==> config.mk <==
export PLATFORM = sky130hd
export DESIGN_NAME = concatenador_multi
export DESIGN_NICKNAME = d
export VERILOG_FILES = /design/src/rtl/concatenador_multi.sv
export SDC_FILE = /design/constraint.sdc
export NUM_CORES = 1
export LEC_CHECK = 0
export CAP_MARGIN = 20
export CORE_UTILIZATION = 50
export DETAILED_ROUTE_END_ITERATION = 10
export PLACE_DENSITY = 0.79
export SLEW_MARGIN = 0
export SYNTH_ARGS = -nofsm -noshare
export SYNTH_HDL_FRONTEND = slang
export SYNTH_SLANG_ARGS = --single-unit
==> constraint.sdc <==
create_clock -name clk -period 6.9 [get_ports clk]
set_input_delay 1.035 -clock clk [delete_from_list [all_inputs] [get_ports clk]]
set_output_delay 1.035 -clock clk [all_outputs]
set_load 0.005 [all_outputs]
==> src/rtl/concatenador_multi.sv <==
// Multi-lane block assembler: builds {header, nonce} blocks for staggered hash lanes
// and drives the shared phase counter for the hash cores.
module concatenador_multi #(
  parameter int HEADER_W = 96,
  parameter int NONCE_W  = 32,
  parameter int LANES    = 2,
  parameter int PERIOD   = 64,
  parameter int STAGGER  = 2,
  parameter int CNT_W    = (PERIOD > 1) ? $clog2(PERIOD) : 1
) (
  input  logic                                   clk,
  input  logic                                   reset_L,
  input  logic                                   start,
  input  logic                                   stop,
  input  logic [HEADER_W-1:0]                    header,
  input  logic [NONCE_W-1:0]                     nonce_base,
  input  logic [NONCE_W-1:0]                     nonce_last,
  output logic [LANES*(HEADER_W+NONCE_W)-1:0]    bloque_in,
  output logic [LANES-1:0]                       lane_load,
  output logic [CNT_W-1:0]                       counter,
  output logic                                   busy,
  output logic                                   done
);

  localparam int BLK_W = HEADER_W + NONCE_W;

  typedef enum logic [1:0] {
    IDLE  = 2'd0,
    RUN   = 2'd1,
    DRAIN = 2'd2
  } state_t;

  state_t               state;
  state_t               state_nxt;
  logic [HEADER_W-1:0]  hdr;
  logic [NONCE_W-1:0]   next_nonce;
  logic [NONCE_W-1:0]   last_nonce;
  logic [CNT_W-1:0]     last_phase;

  logic [LANES-1:0]     load_vec;
  logic [NONCE_W-1:0]   nonce_at [LANES];
  logic [NONCE_W-1:0]   nonce_nxt;
  logic                 hit_last;
  logic [CNT_W-1:0]     counter_inc;
  logic                 accept;
  logic                 drain_end;

  assign busy      = (state != IDLE);
  assign accept    = (state == IDLE) && start && !stop;
  assign drain_end = (state == DRAIN) && !stop && (counter == last_phase);

  always_ff @(posedge clk or negedge reset_L) begin
    if (!reset_L) state <= IDLE;
    else          state <= state_nxt;
  end

  // Lanes are scanned in index order so that, once the final nonce is handed
  // out, no later lane in the same cycle or pass picks up another one.
  always_comb begin
    state_nxt   = state;
    load_vec    = '0;
    nonce_nxt   = next_nonce;
    hit_last    = 1'b0;
    counter_inc = (counter == CNT_W'(PERIOD - 1)) ? '0 : counter + 1'b1;
    for (int i = 0; i < LANES; i++) nonce_at[i] = '0;
    case (state)
      IDLE: begin
        if (accept) state_nxt = RUN;
      end
      RUN: begin
        if (stop) begin
          state_nxt = IDLE;
        end else begin
          for (int i = 0; i < LANES; i++) begin
            if (!hit_last && (counter == CNT_W'(i * STAGGER))) begin
              load_vec[i] = 1'b1;
              nonce_at[i] = nonce_nxt;
              if (nonce_nxt == last_nonce) hit_last = 1'b1;
              nonce_nxt = nonce_nxt + 1'b1;
            end
          end
          if (hit_last) state_nxt = DRAIN;
        end
      end
      DRAIN: begin
        if (stop || drain_end) state_nxt = IDLE;
      end
      default: state_nxt = IDLE;
    endcase
  end

  always_ff @(posedge clk or negedge reset_L) begin
    if (!reset_L) begin
      hdr        <= '0;
      next_nonce <= '0;
      last_nonce <= '0;
      last_phase <= '0;
      counter    <= '0;
      lane_load  <= '0;
      done       <= 1'b0;
      bloque_in  <= '0;
    end else begin
      lane_load <= load_vec;
      done      <= drain_end;
      if (state == IDLE || state_nxt == IDLE) counter <= '0;
      else                                    counter <= counter_inc;
      if (accept) begin
        hdr        <= header;
        next_nonce <= nonce_base;
        last_nonce <= nonce_last;
      end
      if (state == RUN && !stop) next_nonce <= nonce_nxt;
      if (hit_last) last_phase <= counter;
      for (int i = 0; i < LANES; i++) begin
        if (load_vec[i]) bloque_in[i*BLK_W +: BLK_W] <= {hdr, nonce_at[i]};
      end
    end
  end

endmodule

; After elaboration in Yosys (flattened, before gate mapping)
; Index checks and enable logic that the tools add are counted.
[word_totals]
regBits = 433
in_bits = 164
output_inout_bits = 266
word_cells = 71
[op_classes]
n_addsub = 3
n_eq_ne = 9
muxes = 33
reduce_logical = 16
[ops]
columns = operator, n
row1 = 2-to-1 mux 32 bit, 10
row2 = 2-to-1 mux 64 bit, 2
row3 = adder 32 x 1 -> 32 bit (second input constant), 2
row4 = == test 32 bit, 2
row5 = 2-to-1 mux 1 bit, 12
row6 = 2-to-1 mux 2 bit, 6
row7 = 2-to-1 mux 6 bit, 2
row8 = adder 6 x 1 -> 6 bit (second input constant), 1
row9 = == test 6 x 2 -> 1 bit (second input constant), 1
row10 = == test 6 bit, 1
row11 = == test 6 bit (second input constant), 1
row12 = logical AND 1 bit, 6
row13 = zero test 6 bit, 1
row14 = case mux 2 bit (3 select lines), 1
row15 = zero test 2 bit, 2
row16 = != test 2 bit (second input constant), 2
row17 = nonzero test 2 bit, 2
row18 = AND reduction 3 bit, 1
row19 = == test 2 x 1 -> 1 bit (second input constant), 1
row20 = == test 2 bit (second input constant), 1
row21 = zero test 1 bit, 2
row22 = logical OR 1 bit, 2

; Depth between registers and ports, before layout
[depth]
ltp_word = 16
ltp_mapped = 14
depth_no_buf = 13

; Least setup slack after synthesis
; No wires, ideal clock.
[synth_timing]
path_type = reg2reg
startpoint = register counter[0]
endpoint = register last_phase[0]
t_arrival_ns = 3.637
required_ns = 6.780
slack_ns = 3.143
path_stages_with_launch = 13
path_buffers = 2
cell_sequence = dfrtp_1 -> inv_1 -> ha_1 -> clkbuf_1 -> inv_1 -> or4_4 -> buf_6 -> nor3_1 -> xor3_1 -> or3b_2 -> nor4_2 -> nand4_1 -> a31o_2
[synth_between]
elab_chain_len = 11
elab_cells_between_ends = 17
[synth_lines]
columns = element, line_no
row1 = start: declaration, 20  ; output logic [CNT_W-1:0] counter,
row2 = start signal: assignment, 106  ; else counter <= counter_inc;
row3 = zero test 6 bit, 75  ; if (!hit_last && (counter == CNT_W'(i * STAGGER))) begin
row4 = 2-to-1 mux 32 bit or 2-to-1 mux 1 bit (tied branches), 75
row5 = 2-to-1 mux 32 bit or 2-to-1 mux 1 bit (tied branches), 71  ; if (stop) begin
row6 = 2-to-1 mux 32 bit or 2-to-1 mux 1 bit (tied branches), 66  ; case (state)
row7 = == test 32 bit or zero test 1 bit (tied branches), "78, 75"
row8 = 2-to-1 mux 1 bit or logical AND 1 bit (tied branches), "78, 75"
row9 = 2-to-1 mux 1 bit, 75
row10 = 2-to-1 mux 1 bit, 71
row11 = 2-to-1 mux 1 bit, 66
row12 = 2-to-1 mux 1 bit, 71
row13 = 2-to-1 mux 1 bit, 66
row14 = end signal: assignment, 113  ; if (hit_last) last_phase <= counter;
row15 = end: declaration, 38  ; logic [CNT_W-1:0] last_phase;
; Parallel ways exist; a longest one is shown, timed or not. The select of a mux whose other input is x is not followed.
; A chain may end at the register's enable or synchronous reset.

; Worst setup path in the final report
[layout_timing]
startpoint = register counter[0]
endpoint = register last_phase[1]
[layout_between]
elab_chain_len = 11
elab_cells_between_ends = 17
[layout_lines]
columns = element, line_no
row1 = zero test 6 bit, 75
row2 = 2-to-1 mux 32 bit or 2-to-1 mux 1 bit (tied branches), 75
row3 = 2-to-1 mux 32 bit or 2-to-1 mux 1 bit (tied branches), 71
row4 = 2-to-1 mux 32 bit or 2-to-1 mux 1 bit (tied branches), 66
row5 = == test 32 bit or zero test 1 bit (tied branches), "78, 75"
row6 = 2-to-1 mux 1 bit or logical AND 1 bit (tied branches), "78, 75"
row7 = 2-to-1 mux 1 bit *, 75
row8 = 2-to-1 mux 1 bit *, 71
row9 = 2-to-1 mux 1 bit *, 66
row10 = 2-to-1 mux 1 bit *, 71
row11 = 2-to-1 mux 1 bit *, 66
; Every way passes the cells marked *; elsewhere a longest branch is shown, timed or not. The select of a mux whose other input is x is not followed.

==> metrics.yaml <==
synth_area_leader_cell: "dfrtp_1"
grt_pass1_wl_um: 95900
drc: 0
synth_top_area_share_pct: 55.7
fp.dieW_um: 199
fin_crit_ns: 4.50
critPathLaunch: "counter[0]"
cts_buffers: 44
cts_buffer_depth: 3
cp_cell_sequence: "inv_1 > ha_1 > inv_1 > or4_4 > nor3_1 > xor3_1 > or3b_2 > nor4_2 > nand4_1 > a31o_2"
slew-limit-headroom_pct: 24.5
clkSinkCount: 433
path_class: "reg -> reg"
synth_edf_count: 0
drt_pass1_iterations: 4
holdWs_ns: 0.472
setup_viol: 0
hold_buffers: 0
routed_wl_um: 62100
htree_levels: 2
die-area_um2: 39700
post_drt_wl_per_cell_um: 20.9
yosysWarnings: 0
finalCritPeriodShare_pct: 65.3
maxCapViolCount: 0
num_rows: 71
cp_common_cell: "inv_1"
ant_nets: 0
layout-drive-gt1-share_pct: 9.34
path_max_fanout: 10
hp-class: "in -> async"
multiInputGateArea_um2: 8060
placedCellCount: 2884
crit_required_ns: 7.36
fillers: 2982
final-instance-count-excl-fill: 2966
synth_ff_type: "dfrtp_1"
syn_to_final_growth_pct: 31.6
outcome: "finished clean"
dpl.hpwl_um: 42800
synth_area_per_cell_um2: 9.46
slowest_delay_ns: 0.67
num_vias: 16462
ys_async_sr_fraction_pct: 100
fp.coreArea_um2: 37900
final.setup.worst_slack_ns: 2.40
nNetsFinal: 2590
finalHoldViolations: 0
cts_setup_buffers: 0
clock_latency_ns: 0.59
clkTransAtPathRegs_ns: 0.06
netlist_instances: 2056
layout_common_cells: "827 x nand2_1, 433 x dfrtp_1, 428 x clkdlybuf4s50_1, 101 x mux2_2, 65 x nor2_1"
tns_ns: 0
startpoint_type: "flip-flop"
ys_ff_latch: 433
grt_start_max_net_pins: 170
cts_resized: 0
tightest_slew_ns: 1.13
via_per_inst: 5.55
cts_tree: "built"
rsz0062_at_grt: "false"
port_buffers: 429
netlist_area_um2: 19400
cp_slowest_cell: "or4_4"
yosysUniqueCellTypes: 75
post-place-ws_ns: 2.32
vdd_ir_drop_max_mv: 0.222
skew_ns: 0.0247
power_density_nw_per_um2: 323
slew_viol_final: 0
start_util_pct: 51.3
antenna_found_initial: 3
ff_latch_area_um2: 10800
drtIter0Drc: 1036
cpLargestDelayFamily: "simple AND/OR/NAND/NOR gates"
ys_top_cells_by_area: "dfrtp_1 56%, nand2_1 16%, mux2_2 5.8%"
synth_nets: 2227
gp_congestion: 0.947
globalRouteOverflowTotal: 0
cp.arrival_ns: 4.97
end_kind: "flip-flop"
path_buf_inv: 2
seq_area_frac_synth_pct: 55.7
grt_usage_pct: 31.5
die_h_um: 199
grt_pass1_vias: 16872
fmax_mhz: 222
r2r-start: "counter[0]"
cts_root_buffer: "clkbuf_16"
layout_commonest_cell: "nand2_1"
total_power_uw: 8270
pin_count: 430
p_leak_uw: 0.0120
cells in the mapped netlist, drive strengths merged (6+ instances only):
cell    number
nor2        67
buf         15
o21ai       26
a31o         9
o22ai        6
ha           7
o21a         7
xnor2       59
a22oi        9
and3        16
a31oi        9
and4         8
mux2       101
a21o         6
nand2      828
nor4        31
a211oi       6
and2         8
o211ai       7
xor2        19
or4          9
mux2i       11
nand4       28
nor3        27
a21oi       45
inv         18
clkbuf     112
nand3       30
dfrtp      433
or3         13
nand2b       7
registers in the layout, summed over array words and instances (netlist names):
name and count:
bloque_in 256, counter 6, done 1, hdr 96, lane_load 2, last_nonce 32
last_phase 6, next_nonce 32, state 2
routing by layer:
metal / GRT usage, % / part of all wire [%] / vias up
met5: 0 / 0.013 / -
met4: 13.2 / 3.8 / 2
met3: 8.37 / 7.7 / 136
met2: 51.7 / 48 / 601
met1: 39.3 / 40 / 8182
li1: - / - / 7541
worst paths after layout:
check	depth (start not counted)	slack, ns	endpoint
setup / recovery	10	2.40	last_phase[1]
setup reg to reg	10	2.40	last_phase[1]
hold / removal	1	0.47	bloque_in[2]
hold reg to reg	2	0.47	bloque_in[109]
min in group clk	2	0.47	bloque_in[109]
max in group asynchronous	2	4.98	bloque_in[145]
metrics by stage:
step	utilization (%)	area [um^2]
5_1_grt	67.4	25600
4_1_cts	67.4	25600
2_1_floorplan	-	19400
3_3_place_gp	63.5	24100
3_5_place_dp	63.5	24100
6_report	67.5	25600
where the power goes:
part | switching [uW] | internal [uW]
Clock | 1010 | 1480
Sequential | 525 | 3070
Combinational | 1040 | 1140
area by class of cell:
class,count,share of cell area [%]
antenna,3,0.0293
clock buffer,61,4.98
clock inverter,18,0.910
inverter,19,0.289
multi-input combinational,1477,31.5
sequential,433,42.3
tap,511,2.50
timing repair buffer,444,17.4
logic make-up (layout without fill, tap and decap cells):
logic type | after synthesis | after routing | share of synthesized area, %
and+or+nand+nor | 1100 | 1100 | 24.4
DFF | 433 | 433 | 55.7
AOI/OAI and AO/OA | 178 | 178 | 6.34
buffers and inverters | 146 | 542 | 2.96
muxes | 112 | 112 | 6.41
xor gates and xnor gates | 80 | 80 | 3.75
adders and majority gates | 7 | 7 | 0.450
other | 0 | 3 | 0
Note: power is estimated with default switching activity, not from simulation.
